<file path="src/rtl/slice_judge.sv">
// Two-stage block judge: stage 1 registers per-hand cut direction, hit-box overlap and block
// fields; stage 2 resolves slice / obstacle-hit / miss events and keeps score and combo.
module slice_judge #(
    parameter int unsigned NUM_HANDS   = 2,
    parameter int unsigned XW          = 12,
    parameter int unsigned YW          = 12,
    parameter int unsigned ZW          = 14,
    parameter int unsigned ID_W        = 8,
    parameter int unsigned MOVE_THRESH = 32,
    parameter int unsigned HIT_HALF    = 128,
    parameter int unsigned HEAD_HALF   = 96,
    parameter int unsigned Z_SLICE_MAX = 750,
    parameter int unsigned COMBO_MAX   = 8,
    parameter int unsigned SCORE_W     = 20,
    localparam int unsigned HW         = (NUM_HANDS > 1) ? $clog2(NUM_HANDS) : 1
) (
    input  logic                    clk_in,
    input  logic                    rst_in,
    input  logic [17:0]             curr_time,
    input  logic                    blk_valid,
    input  logic [XW-1:0]           blk_x,
    input  logic [YW-1:0]           blk_y,
    input  logic [ZW-1:0]           blk_z,
    input  logic                    blk_visible,
    input  logic                    blk_color,
    input  logic                    blk_obstacle,
    input  logic [2:0]              blk_direction,
    input  logic [ID_W-1:0]         blk_id,
    input  logic [NUM_HANDS*XW-1:0] prev_tip_x,
    input  logic [NUM_HANDS*YW-1:0] prev_tip_y,
    input  logic [NUM_HANDS*XW-1:0] tip_x,
    input  logic [NUM_HANDS*YW-1:0] tip_y,
    input  logic [XW-1:0]           head_x,
    input  logic [YW-1:0]           head_y,
    output logic                    sliced_valid,
    output logic [HW-1:0]           sliced_hand,
    output logic [XW-1:0]           sliced_x,
    output logic [YW-1:0]           sliced_y,
    output logic [ZW-1:0]           sliced_z,
    output logic                    sliced_color,
    output logic [2:0]              sliced_dir,
    output logic [ID_W-1:0]         sliced_id,
    output logic                    player_hit,
    output logic                    block_missed,
    output logic [ID_W-1:0]         missed_id,
    output logic [SCORE_W-1:0]      score,
    output logic [3:0]              combo
);

    localparam logic [2:0] DIR_UP    = 3'd0;
    localparam logic [2:0] DIR_RIGHT = 3'd1;
    localparam logic [2:0] DIR_DOWN  = 3'd2;
    localparam logic [2:0] DIR_LEFT  = 3'd3;
    localparam logic [2:0] DIR_ANY   = 3'd4;

    localparam int unsigned DXW   = XW + 2;
    localparam int unsigned DYW   = YW + 2;
    localparam logic [31:0] X_MAX = 32'((64'd1 << XW) - 64'd1);
    localparam logic [31:0] Y_MAX = 32'((64'd1 << YW) - 64'd1);

    // Dominant-axis swipe direction; ties and slow motion yield ANY.
    function automatic logic [2:0] cut_dir(input logic [XW-1:0] px, input logic [XW-1:0] cx,
                                           input logic [YW-1:0] py, input logic [YW-1:0] cy);
        logic signed [DXW-1:0] dx;
        logic signed [DYW-1:0] dy;
        logic [31:0]           adx;
        logic [31:0]           ady;
        dx  = $signed({2'b00, cx}) - $signed({2'b00, px});
        dy  = $signed({2'b00, cy}) - $signed({2'b00, py});
        adx = dx[DXW-1] ? 32'(-dx) : 32'(dx);
        ady = dy[DYW-1] ? 32'(-dy) : 32'(dy);
        if (adx >= MOVE_THRESH && adx > ady) begin
            cut_dir = dx[DXW-1] ? DIR_LEFT : DIR_RIGHT;
        end else if (ady >= MOVE_THRESH && ady > adx) begin
            cut_dir = dy[DYW-1] ? DIR_UP : DIR_DOWN;
        end else begin
            cut_dir = DIR_ANY;
        end
    endfunction

    // Window [c-half, c+half] clamped to [0, vmax]; 33-bit sums avoid wrap.
    function automatic logic in_win(input logic [31:0] v, input logic [31:0] c,
                                    input logic [31:0] half, input logic [31:0] vmax);
        logic [32:0] lo;
        logic [32:0] hi;
        lo = (c >= half) ? {1'b0, c - half} : 33'd0;
        hi = {1'b0, c} + {1'b0, half};
        if (hi > {1'b0, vmax}) begin
            hi = {1'b0, vmax};
        end
        in_win = ({1'b0, v} >= lo) && ({1'b0, v} <= hi);
    endfunction

    // Stage 1 combinational judgement
    logic [2:0]           hand_dir [NUM_HANDS];
    logic [NUM_HANDS-1:0] hand_ovl;
    logic [NUM_HANDS-1:0] cand_d;
    logic                 z_ok;
    logic                 sliceable;
    logic                 head_ovl;
    logic                 hit_d;
    logic                 miss_d;

    always_comb begin
        z_ok      = 32'(blk_z) <= Z_SLICE_MAX;
        sliceable = blk_visible && !blk_obstacle && z_ok;
        head_ovl  = in_win(32'(blk_x), 32'(head_x), HEAD_HALF, X_MAX) &&
                    in_win(32'(blk_y), 32'(head_y), HEAD_HALF, Y_MAX);
        hit_d     = blk_visible && blk_obstacle && z_ok && head_ovl;
        miss_d    = blk_visible && !blk_obstacle && (blk_z == '0);
        for (int i = 0; i < NUM_HANDS; i++) begin
            hand_dir[i] = cut_dir(prev_tip_x[i*XW +: XW], tip_x[i*XW +: XW],
                                  prev_tip_y[i*YW +: YW], tip_y[i*YW +: YW]);
            hand_ovl[i] = in_win(32'(blk_x), 32'(prev_tip_x[i*XW +: XW]), HIT_HALF, X_MAX) &&
                          in_win(32'(blk_y), 32'(prev_tip_y[i*YW +: YW]), HIT_HALF, Y_MAX);
            cand_d[i]   = sliceable && hand_ovl[i] && (blk_color == 1'(i % 2)) &&
                          (hand_dir[i] != DIR_ANY) &&
                          ((blk_direction == DIR_ANY) || (blk_direction == hand_dir[i]));
        end
    end

    logic                 s1_valid;
    logic [NUM_HANDS-1:0] s1_cand;
    logic                 s1_hit;
    logic                 s1_miss;
    logic [XW-1:0]        s1_x;
    logic [YW-1:0]        s1_y;
    logic [ZW-1:0]        s1_z;
    logic                 s1_color;
    logic [2:0]           s1_dir;
    logic [ID_W-1:0]      s1_id;
    logic [17:0]          s1_time;

    always_ff @(posedge clk_in or negedge rst_in) begin
        if (!rst_in) begin
            s1_valid <= 1'b0;
            s1_cand  <= '0;
            s1_hit   <= 1'b0;
            s1_miss  <= 1'b0;
            s1_x     <= '0;
            s1_y     <= '0;
            s1_z     <= '0;
            s1_color <= 1'b0;
            s1_dir   <= '0;
            s1_id    <= '0;
            s1_time  <= '0;
        end else begin
            s1_valid <= blk_valid;
            s1_cand  <= cand_d;
            s1_hit   <= hit_d;
            s1_miss  <= miss_d;
            s1_x     <= blk_x;
            s1_y     <= blk_y;
            s1_z     <= blk_z;
            s1_color <= blk_color;
            s1_dir   <= blk_direction;
            s1_id    <= blk_id;
            s1_time  <= curr_time;
        end
    end

    // Stage 2 event resolution
    logic              last_slice_valid;
    logic [ID_W-1:0]   last_slice_id;
    logic [17:0]       last_slice_time;
    logic              last_miss_valid;
    logic [ID_W-1:0]   last_miss_id;
    logic              slice_go;
    logic              hit_go;
    logic              miss_go;
    logic [HW-1:0]     win_hand;
    logic [SCORE_W:0]  score_sum;
    logic [SCORE_W-1:0] score_next;
    logic [3:0]        combo_up;

    always_comb begin
        slice_go = s1_valid && (|s1_cand) &&
                   !(last_slice_valid && (s1_id == last_slice_id)) &&
                   !(last_slice_valid && (s1_time == last_slice_time));
        hit_go   = s1_valid && s1_hit;
        miss_go  = s1_valid && s1_miss && !slice_go &&
                   !(last_miss_valid && (s1_id == last_miss_id));
        win_hand = '0;
        for (int i = NUM_HANDS - 1; i >= 0; i--) begin
            if (s1_cand[i]) begin
                win_hand = HW'(i);
            end
        end
        score_sum  = {1'b0, score} + (SCORE_W + 1)'(combo);
        score_next = score_sum[SCORE_W] ? '1 : score_sum[SCORE_W-1:0];
        combo_up   = (32'(combo) >= COMBO_MAX) ? 4'(COMBO_MAX) : combo + 4'd1;
    end

    always_ff @(posedge clk_in or negedge rst_in) begin
        if (!rst_in) begin
            sliced_valid     <= 1'b0;
            sliced_hand      <= '0;
            sliced_x         <= '0;
            sliced_y         <= '0;
            sliced_z         <= '0;
            sliced_color     <= 1'b0;
            sliced_dir       <= '0;
            sliced_id        <= '0;
            player_hit       <= 1'b0;
            block_missed     <= 1'b0;
            missed_id        <= '0;
            score            <= '0;
            combo            <= 4'd1;
            last_slice_valid <= 1'b0;
            last_slice_id    <= '0;
            last_slice_time  <= '0;
            last_miss_valid  <= 1'b0;
            last_miss_id     <= '0;
        end else begin
            sliced_valid <= slice_go;
            player_hit   <= hit_go;
            block_missed <= miss_go;
            if (slice_go) begin
                sliced_hand      <= win_hand;
                sliced_x         <= s1_x;
                sliced_y         <= s1_y;
                sliced_z         <= s1_z;
                sliced_color     <= s1_color;
                sliced_dir       <= s1_dir;
                sliced_id        <= s1_id;
                last_slice_valid <= 1'b1;
                last_slice_id    <= s1_id;
                last_slice_time  <= s1_time;
                score            <= score_next;
                combo            <= combo_up;
            end else if (hit_go || miss_go) begin
                combo <= 4'd1;
            end
            if (miss_go) begin
                missed_id       <= s1_id;
                last_miss_valid <= 1'b1;
                last_miss_id    <= s1_id;
            end
        end
    end

endmodule

</file>
<file path="config.mk">
export PLATFORM = sky130hd
export DESIGN_NAME = slice_judge
export DESIGN_NICKNAME = d
export VERILOG_FILES = /design/src/rtl/slice_judge.sv
export SDC_FILE = /design/constraint.sdc
export NUM_CORES = 1
export LEC_CHECK = 0
export ABC_CLOCK_PERIOD_IN_PS = 6800
export BUFFER_PORTS_ARGS = -buffer_cell sky130_fd_sc_hd__buf_4
export CAP_MARGIN = 10
export CORE_MARGIN = 2
export CORE_UTILIZATION = 60
export CTS_BUF_LIST = sky130_fd_sc_hd__clkbuf_8
export CTS_CLUSTER_DIAMETER = 100
export CTS_CLUSTER_SIZE = 30
export DETAILED_ROUTE_END_ITERATION = 10
export PLACE_DENSITY = 0.84
export RECOVER_POWER = 100
export SLEW_MARGIN = 20
export SYNTH_ARGS = -nofsm -noshare
export SYNTH_HDL_FRONTEND = slang
export SYNTH_SLANG_ARGS = --single-unit
</file>
<file path="constraint.sdc">
create_clock -name clk_in -period 6.8 [get_ports clk_in]
set_clock_uncertainty 0.2 [all_clocks]
set_input_delay 0.68 -clock clk_in [delete_from_list [all_inputs] [get_ports clk_in]]
set_output_delay 0.68 -clock clk_in [all_outputs]
set_load 0.02 [all_outputs]
</file>
======== Word-level counts from Yosys, hierarchy flattened ========
Index checks and enable logic that the tools add are counted.
storage, ports and cells
  flip-flop bits (word level) ............. 179
  bits in latches ......................... 0
  memory bits (writable) .................. 0
  memory bits (read-only) ................. 0
  input bits .............................. 193
  output and inout bits ................... 86
  logic and storage cells ................. 170
  memories kept ........................... 0
cells by class
  add/subtract/negate cells ............... 22
  multipliers ............................. 0
  div/mod/pow operators ................... 0
  $lt $le $gt $ge ......................... 34
  equality and inequality tests ........... 8
  shifts and indexed selects .............. 0
  multiplexer cells ....................... 30
  bitwise operators ....................... 1
  reduce and logical (&&, ||, !) cells .... 48
operators with widths
  operator                                               number
  2-to-1 mux 32 bit                                      10
  <= comparator 12 x 33 -> 1 bit                         6
  >= comparator 12 x 32 -> 1 bit                         6
  >= comparator 32 x 6 -> 1 bit, second input constant   4
  > comparator 32 bit                                    4
  negation 13 -> 32 bit                                  4
  > comparator 13 x 12 -> 1 bit, second input constant   6
  2-to-1 mux 13 bit                                      6
  adder 12 x 8 -> 13 bit, second input constant          4
  subtractor 12 x 12 -> 13 bit                           4
  subtractor 12 x 8 -> 13 bit, second input constant     4
  >= comparator 12 x 8 -> 1 bit, second input constant   4
  logical AND 1 bit                                      37
  adder 12 x 7 -> 13 bit, second input constant          2
  subtractor 12 x 7 -> 13 bit, second input constant     2
  >= comparator 12 x 7 -> 1 bit, second input constant   2
  adder 20 x 4 -> 21 bit                                 1
  2-to-1 mux 20 bit                                      1
  equality test 18 bit                                   1
  equality test 8 bit                                    2
  <= comparator 14 x 10 -> 1 bit, second input constant  1
  logical NOT 14 bit                                     1
  2-to-1 mux 3 bit                                       4
  2-to-1 mux 4 bit                                       3
  other kinds (12)                                       24

======== Logic depth before layout (Yosys ltp) ========
Gate-level depths: netlist of run 1.
  word-level depth ........................ 11
  mapped depth ............................ 23
  depth with buffers taken out ............ 23

======== Worst setup path after synthesis of run 1 ========
OpenSTA, ideal clock, no wires.
  path kind ............................... input-to-reg
  start point ............................. in prev_tip_y[14]
  end point ............................... reg s1_cand[1]
  setup time .............................. 94 ps
  arrival time ............................ 4601 ps
  data required time ...................... 6506 ps
  path slack .............................. 1906 ps
  cell stages on the path ................. 21
  buffers on the path ..................... 1
  cells stage by stage .................... inv_1 ha_1 nor2b_4 o2111a_1 or4_4 a221o_1 o31a_1 buf_6 o21a_1 or2_2 ha_1 nand2_1 nor4_1 a211oi_1 o21ai_0 nand3_1 a211o_1 o211ai_1 and3_1 o41ai_2 a221oi_2
on the way
  word-level cells in the longest chain between the ends .. 10
  elaborated cells on any way between the ends .. 28
  classes of those cells .................. add/sub (4); order compare (7); eq/ne (2); mux (6); reduce/logical (9)
RTL lines
  item                                                                           RTL line  RTL
  start: declaration                                                             30        input logic [NUM_HANDS*YW-1:0] prev_tip_y,
  subtractor 12 x 12 -> 13 bit / adder 12 x 8 -> 13 bit (equally long branches)  69, 87
  negation 13 -> 32 bit / > comparator 13 x 12 -> 1 bit (equally long branches)  71, 88
  2-to-1 mux 32 bit / 2-to-1 mux 13 bit (equally long branches)                  71, 88
  >= comparator 32 x 6 -> 1 bit (tied with other cells)                          74        end else if (ady >= MOVE_THRESH && ady > adx) begin
  logical AND 1 bit (on tied branches)                                           74, 91
  2-to-1 mux 3 bit / logical AND 1 bit (equally long branches)                   74, 114
  2-to-1 mux 3 bit / logical AND 1 bit (equally long branches)                   72, 116
  inequality test 3 bit (tied with other cells)                                  117       (hand_dir[i] != DIR_ANY) &&
  logical AND 1 bit / logical OR 1 bit (equally long branches)                   116, 118
  logical AND 1 bit (*)                                                          117
  named net cand_d[1]                                                            97        logic [NUM_HANDS-1:0] cand_d;
  end signal: assignment                                                         149       s1_cand <= cand_d;
  end: declaration                                                               123       logic [NUM_HANDS-1:0] s1_cand;
Mark *: on every way through the listed nets, which the timed path passes. The rest lies on a longest branch.
A chain may end at the register's enable or synchronous reset.

======== Worst setup path after layout of run 1 ========
  start point ............................. in prev_tip_y[7]
  end point ............................... reg s1_cand[0]
Same word-level chain as after synthesis.

==> out/qor.csv, run 1 <==
stage,metric,value,unit
die,Die ar.,28800,um^2
power_and_ir_drop,NetSw,1.18,mW
placement,port bufs,278,
die,core area,27000,um^2
clocking,Longest Clk Path Bufs,2,
critical_path,WP data arrival,5.37,ns
clocking,Clock Tree Root,clkbuf_8,
logic_synthesis,count of state elements after synthesis,179,
hold_path,Min-Delay Endpoint,s1_time[8],
routing,Routed WL,46.0,mm
logic_synthesis,"count leader, synth",ha_1,
power_and_ir_drop,Pleak,9.27,nW
logic_synthesis,yosys warns,0,
critical_path,Setup crit end kind,flop,
hold_path,Hold Startpoint,curr_time[8],
routing,# DRC,0,
die,die height,170,um
logic_synthesis,Synth Area in Adders,20.9,%
sta,Hold Fails Final Rpt,0,
finish,Nets,2608,
sta,Sum Neg Setup Slack,0,ns
critical_path,"slowest stage delay, CP",0.65,ns
clocking,total CTS buffers,17,
critical_path,r2r worst-path depth,11,
clocking,clock sink count,179,
power_and_ir_drop,power per cell area,163,nW/um^2
routing,1st-pass router iterations,5,
sta,Slew HR,-119,%
logic_synthesis,"Distinct cells, synth",85,
finish,share of cells above drive strength 1,14.0,%
grt,largest net degree at the start of global routing,62,
grt,initial antenna violation count,2,
outcome,violated checks,"capacitance limit, slew limit",
sta,Final Setup Violations,0,
clocking,post-CTS setup buffer count,0,
critical_path,R2R Path End,combo[2],
power_and_ir_drop,combinational fraction of design power,39.8,%
routing,routed vias,15200,
logic_synthesis,synthesized instance count,1844,
hold_path,Hold Crit Class,input pin to flop,
critical_path,Setup Crit Path Kind,input pin to flop,
die,Initial Util,61.1,%
sta,Worst Max-Slew Pin Slew,3.28,ns
finish,area grow syn2layout,15.2,%
clocking,clk_lat worst skew,0.48,ns
grt,final global-route overflow total,0,
sta,WHS,0.122,ns
routing,vias per cell,6.06,
placement,pre-CTS setup slack,1.30,ns
routing,DR iter-0 viols,1060,
logic_synthesis,fraction of registers with async set/reset,100,%
grt,vias in the first global route,15000,
routing,Routed wire per std cell,18.4,um
placement,dpl cell area,19000,um^2
logic_synthesis,main combinational cell family by area after synthesis,adder cells,
outcome,status,"finished, violations left",
logic_synthesis,Simple-Gate Fraction of Synth Area,20.3,%
die,# rows,60,
finish,"Core Util, Final",70.4,%
sta,RSZ-0062 raised after global routing,no,
sta,final slew viol count,154,
logic_synthesis,Yosys top cell area share,27.0,%
sta,final setup margin,1.64,ns
clocking,CTS tree,done,
logic_synthesis,Mapped Avg Cell Area,8.93,um^2
logic_synthesis,"area leader, netlist",dfrtp_1,
placement,RD Place Congestion,0.936,
power_and_ir_drop,Switching Share,38.3,%
logic_synthesis,ranking of synthesized cells by instance count,"ha_1 (264), dfrtp_1 (178), nor2_1 (167)",
logic_synthesis,synthesized cell area,16500,um^2
finish,post-route design area,19000,um^2
grt,GRT Util Overall,31.9,%
power_and_ir_drop,Clock power frac,24.7,%
critical_path,critical path required time,7.01,ns
sta,Max Clk Rate,194,MHz
critical_path,Crit Path Max Fanout,7,
logic_synthesis,top_reg_cell synth,dfrtp_1,
clocking,H-tree Lvls,4,
power_and_ir_drop,peak supply drop,0.129,mV
critical_path,critical-path cell list,"buf_4, inv_1, ha_1, nand4_1, nor3_1, maj3_1, a21oi_1, a211oi_1, clkbuf_1, nor2_1, ha_1, nand4_1, nor4_1, o211ai_1, nor4_1, o311ai_0, a221oi_1, nand3_1, a41o_1, o21ai_1",
critical_path,Worst setup SP type,input pin,
critical_path,reg-to-reg startpoint,s1_id[4],
logic_synthesis,Synth area leaders,"dfrtp_1 (27%), ha_1 (20%), mux2_2 (5.3%)",
sta,Final Cycle Share,75.8,%
die,die width,170,um
logic_synthesis,post-synthesis sequential area ratio,27.2,%
clocking,clock-pin transition on the worst setup and hold timing paths,0.12,ns
die,io pins,279,
routing,Routed Antenna Nets,0,
placement,dpl hpwl,37.0,mm
power_and_ir_drop,sequential share of power,35.6,%
logic_synthesis,multiplexer area fraction after synthesis,5.70,%
grt,first-pass GRT wire length,74.2,mm
sta,minimum clock period,5.16,ns
logic_synthesis,Compound-Gate Fraction of Synth Area,14.5,%
hold_path,Hold Path Depth,1,
critical_path,Reg2Reg Setup Slack,1.87,ns
logic_synthesis,"EDFF count, synth",0,
power_and_ir_drop,Int Pwr,1.91,mW
logic_synthesis,xor/xnor share of the synthesized area,8.46,%
critical_path,slowest CP cell,a211oi_1,
job,Max-cap violations,4,
final cells by class:
type | instances | area [um^2]
fillers | 2236 | 7980
diodes | 1 | 2.50
repair buffers | 289 | 1680
clock buffers | 17 | 234
well taps | 341 | 427
flip-flops and latches | 179 | 4480
multi-input cells | 1579 | 11700
clock inverters | 15 | 196
inverters | 80 | 300
registers in the layout, indices dropped and copies added (netlist names), 12 cells and up:
name / cells
score: 20
last_slice_time: 18
s1_time: 18
s1_z: 14
sliced_z: 14
s1_x: 12
s1_y: 12
sliced_x: 12
sliced_y: 12
cell usage in the layout, fill, tap and decap left out, drive strengths merged, types with 78 or more instances in the layout:
| cell type | count |
|---|---|
| a21oi | 104 |
| buf | 127 |
| clkbuf | 178 |
| dfrtp | 178 |
| ha | 264 |
| inv | 89 |
| mux2 | 78 |
| nand2 | 148 |
| nor2 | 167 |
| xor2 | 90 |
cells by family after synthesis:
kind of cell | after synthesis
other | 2
flip-flops | 179
AO/OA/AOI/OAI | 360
buffers and inverters | 120
XOR/XNOR | 157
multiplexers | 84
adder cells (fa/ha/maj) | 273
AND/OR/NAND/NOR | 669
critical path, delay by kind of cell:
kind | cells | cell delay [ns]
compound gates | 7 | 2.07
fa+ha+maj | 3 | 0.69
buf+inv | 3 | 0.61
simple gates | 7 | 1.30
power groups by stage:
stage | Sequential, mW | Clock (mW) | Combinational (mW)
2_1_floorplan | 1.12 | 0 | 0.849
3_3_place_gp | 1.12 | 0 | 1.17
3_5_place_dp | 1.12 | 0 | 1.22
4_1_cts | 1.10 | 0.775 | 1.23
5_1_grt | 1.10 | 0.809 | 1.39
6_report | 1.10 | 0.763 | 1.23
routing by layer:
layer  track usage, %  vias to the layer above  part of all wire [%]
met4             11.9                        4                   3.1
met1             39.5                     7231                    41
li1                 -                     7261                     -
met3             5.39                      109                   7.3
met5                0                        -                  0.17
met2             55.6                      550                    48
how the worst max path moves through the flow:
stage	from	to	slack, ns	cells past startpoint
detailed placement	prev_tip_y[7]	s1_cand[0]	1.30	20
global route	rst_in	sliced_y[0]	1.04	3
floorplan	prev_tip_y[14]	s1_cand[1]	1.91	21
CTS	prev_tip_y[7]	s1_cand[0]	1.80	20
global placement	prev_tip_y[7]	s1_cand[0]	1.46	20
finish	prev_tip_y[7]	s1_cand[0]	1.64	20
stage by stage:
step	total power, mW	cells
floorplan	1.97	1878
global placement	2.29	2467
detailed placement	2.34	2467
CTS	3.10	2500
global route	3.30	2501
finish	3.09	2501
timing repair:
| item | 4_1_cts | 5_1_grt |
|---|---|---|
| setup endpoints to repair | 0 | 0 |
| gates resized for setup | 0 | 0 |
| endpoints found under the hold margin | 57 | 0 |
| hold buffers | 1 | 0 |
(Power assumes the default switching activity.)
==> run 2, diff against run 1 <==
--- a/config.mk
+++ b/config.mk
@@ -5,16 +5,16 @@
 export SDC_FILE = /design/constraint.sdc
 export NUM_CORES = 1
 export LEC_CHECK = 0
-export ABC_CLOCK_PERIOD_IN_PS = 6800
+export ABC_CLOCK_PERIOD_IN_PS = 4830
 export BUFFER_PORTS_ARGS = -buffer_cell sky130_fd_sc_hd__buf_4
 export CAP_MARGIN = 10
 export CORE_MARGIN = 2
-export CORE_UTILIZATION = 60
+export CORE_UTILIZATION = 59
 export CTS_BUF_LIST = sky130_fd_sc_hd__clkbuf_8
 export CTS_CLUSTER_DIAMETER = 100
 export CTS_CLUSTER_SIZE = 30
 export DETAILED_ROUTE_END_ITERATION = 10
-export PLACE_DENSITY = 0.84
+export PLACE_DENSITY = 0.83
 export RECOVER_POWER = 100
 export SLEW_MARGIN = 20
 export SYNTH_ARGS = -nofsm -noshare
==> constraint.sdc (replaced) <==
create_clock -name clk_in -period 4.83 [get_ports clk_in]
set_clock_uncertainty 0.2 [all_clocks]
set_input_delay 0.483 -clock clk_in [delete_from_list [all_inputs] [get_ports clk_in]]
set_output_delay 0.483 -clock clk_in [all_outputs]
set_load 0.02 [all_outputs]
==> run 2 against run 1 <==
The run still ends with capacitance limit, slew limit left. Die area increased by 1.7%. Largest power group unchanged. Critical path depth increased by 4. Worst setup slack got worse by 1.4 ns. Cell count increased by 6.6%. Design area increased by 6.4%. Utilization increased by 2.7 points. Sequential cell count unchanged. Sequential share of layout area decreased by 1.4 points. Clock power increased by 49%. Total power increased by 48%. Critical endpoint is now s1_cand[1]. Register-to-register slack got worse by 1.3 ns. Combinational power increased by 53%.
==> out/qor.csv, run 2 (synthesis results as in run 1) <==
stage,metric,value,unit
finish,"commonest cells after routing, fill and taps aside","ha_1 (264), buf_4 (187), dfrtp_1 (178)",
routing,Routed Antenna Nets,0,
grt,first-pass GRT wire length,80.6,mm
routing,met2 routed WL,24.7,mm
clocking,H-tree Lvls,4,
placement,placed cells,2565,
clocking,post-cts resize count,0,
placement,port bufs,278,
clocking,Clock Tree Root,clkbuf_8,
sta,minimum clock period,4.54,ns
grt,vias in the first global route,16000,
power_and_ir_drop,Pleak,9.88,nW
die,die height,171,um
critical_path,WP data arrival,4.74,ns
routing,met3 WL,4.52,mm
finish,area grow syn2layout,22.6,%
sta,Final Cycle Share,94.0,%
finish,Largest regs,"score (20), last_slice_time (18), s1_time (18)",
outcome,status,"finished, violations left",
job,Max-cap violations,1,
clocking,clock sink count,179,
outcome,violated checks,"capacitance limit, slew limit",
finish,Fillers,2164,
sta,Hold Fails Final Rpt,0,
critical_path,Setup crit end kind,flop,
grt,largest net degree at the start of global routing,110,
die,io pins,279,
power_and_ir_drop,Clock power frac,24.9,%
critical_path,critical path required time,5.02,ns
power_and_ir_drop,Int Pwr,2.91,mW
sta,Final Setup Violations,0,
critical_path,Worst setup SP type,input pin,
routing,routed vias,16000,
hold_path,Hold Crit Class,input pin to flop,
finish,Biggest register,score,
sta,Worst Max-Slew Pin Slew,2.72,ns
sta,Sum Neg Setup Slack,0,ns
die,Die ar.,29300,um^2
grt,final global-route overflow total,0,
clocking,clock-pin transition on the worst setup and hold timing paths,0.10,ns
clocking,CTS tree,done,
routing,1st-pass router iterations,9,
grt,initial antenna violation count,2,
grt,GRT Util Overall,34.6,%
clocking,clk_lat worst skew,0.48,ns
routing,vias per cell,6.01,
sta,RSZ-0062 raised after global routing,no,
routing,M1 wire length,19.9,mm
power_and_ir_drop,power per cell area,227,nW/um^2
die,core area,27600,um^2
die,die width,171,um
finish,fin cells,2666,
sta,final slew viol count,110,
sta,Max Clk Rate,220,MHz
clocking,Longest Clk Path Bufs,2,
power_and_ir_drop,Switching Share,36.3,%
critical_path,Crit Path Max Fanout,2,
routing,highest metal layer with signal wires,met4,
clocking,CTS hold repair buffers,68,
finish,max reg flops,20,
critical_path,Setup Crit Path Kind,input pin to flop,
sta,Slew HR,-81.1,%
finish,Nets,2736,
die,Initial Util,59.6,%
routing,Routed WL,51.5,mm
power_and_ir_drop,peak supply drop,0.151,mV
routing,Routed wire per std cell,19.3,um
finish,"Core Util, Final",73.1,%
die,# rows,61,
finish,share of cells above drive strength 1,15.7,%
clocking,total CTS buffers,17,
routing,DR iter-0 viols,1294,
power_and_ir_drop,sequential share of power,34.0,%
power_and_ir_drop,NetSw,1.66,mW
power_and_ir_drop,combinational fraction of design power,41.2,%
placement,dpl hpwl,37.5,mm
placement,RD Place Congestion,0.934,
routing,# DRC,0,
finish,"commonest non-fill, non-tap cell in the layout",ha_1,
clocking,post-CTS setup buffer count,0,
power_and_ir_drop,total power,4.57,mW
-- run 2: worst max-delay path: stages --
cell,delay (ns)
buf_4,0.11
inv_1,0.05
ha_1,0.16
fa_1,0.25
nor2b_4,0.06
o2111a_1,0.24
or4_4,0.43
a221o_1,0.34
xnor2_1,0.20
nand2_1,0.11
nor2_1,0.14
nor3_1,0.06
or2_2,0.30
ha_1,0.30
nand2_1,0.07
nor4_1,0.23
a211oi_1,0.08
o21ai_0,0.10
nand3_1,0.11
a211o_1,0.29
o211ai_1,0.11
and3_1,0.21
o41ai_2,0.08
a221oi_2,0.21
-- run 2: worst paths after layout --
kind / start / to / slack, ns / depth (start not counted)
max in group asynchronous: rst_in / sliced_z[3] / 1.02 / 3
min in group asynchronous: rst_in / s1_time[6] / 1.28 / 2
hold reg to reg: s1_x[11] / sliced_x[11] / 0.28 / 1
setup reg to reg: last_slice_time[3] / score[8] / 0.61 / 11
hold / removal: blk_obstacle / s1_miss / 0.24 / 3
setup / recovery: tip_y[12] / s1_cand[1] / 0.29 / 24
-- run 2: power groups by stage --
stage / sequential, mW / clock [mW] / combinational, mW
2_1_floorplan: 1.58 / 0 / 1.20
3_3_place_gp: 1.57 / 0 / 1.74
3_5_place_dp: 1.58 / 0 / 1.80
4_1_cts: 1.55 / 1.14 / 1.87
5_1_grt: 1.56 / 1.20 / 2.10
6_report: 1.55 / 1.14 / 1.88
-- run 2: layout make-up --
class	instances	area (um^2)	share of cell area, %
timing repair buffer	417	2830	14.0
sequential	179	4480	22.2
inverter	80	300	1.49
clock inverter	12	164	0.812
clock buffer	20	275	1.36
tap	378	473	2.34
multi-input combinational	1579	11700	57.8
antenna	1	2.50	0.0124
-- run 2: per-layer routing --
| layer | vias to the layer above | track usage, % |
|---|---|---|
| met5 | - | 0 |
| met4 | 0 | 16.0 |
| met3 | 214 | 8.26 |
| met2 | 717 | 60.3 |
| met1 | 7558 | 40.2 |
| li1 | 7540 | - |
-- run 2: stage by stage --
step	hold WS [ns]	area [um^2]	setup slack [ns]
after CTS	0.00973	20700	0.316
final	0.239	20200	0.288
after global routing	0.236	20200	0.0122
after global placement	0.252	19600	-0.0255
after floorplan	-0.0126	16600	0.133
after detailed placement	0.254	19600	-0.152
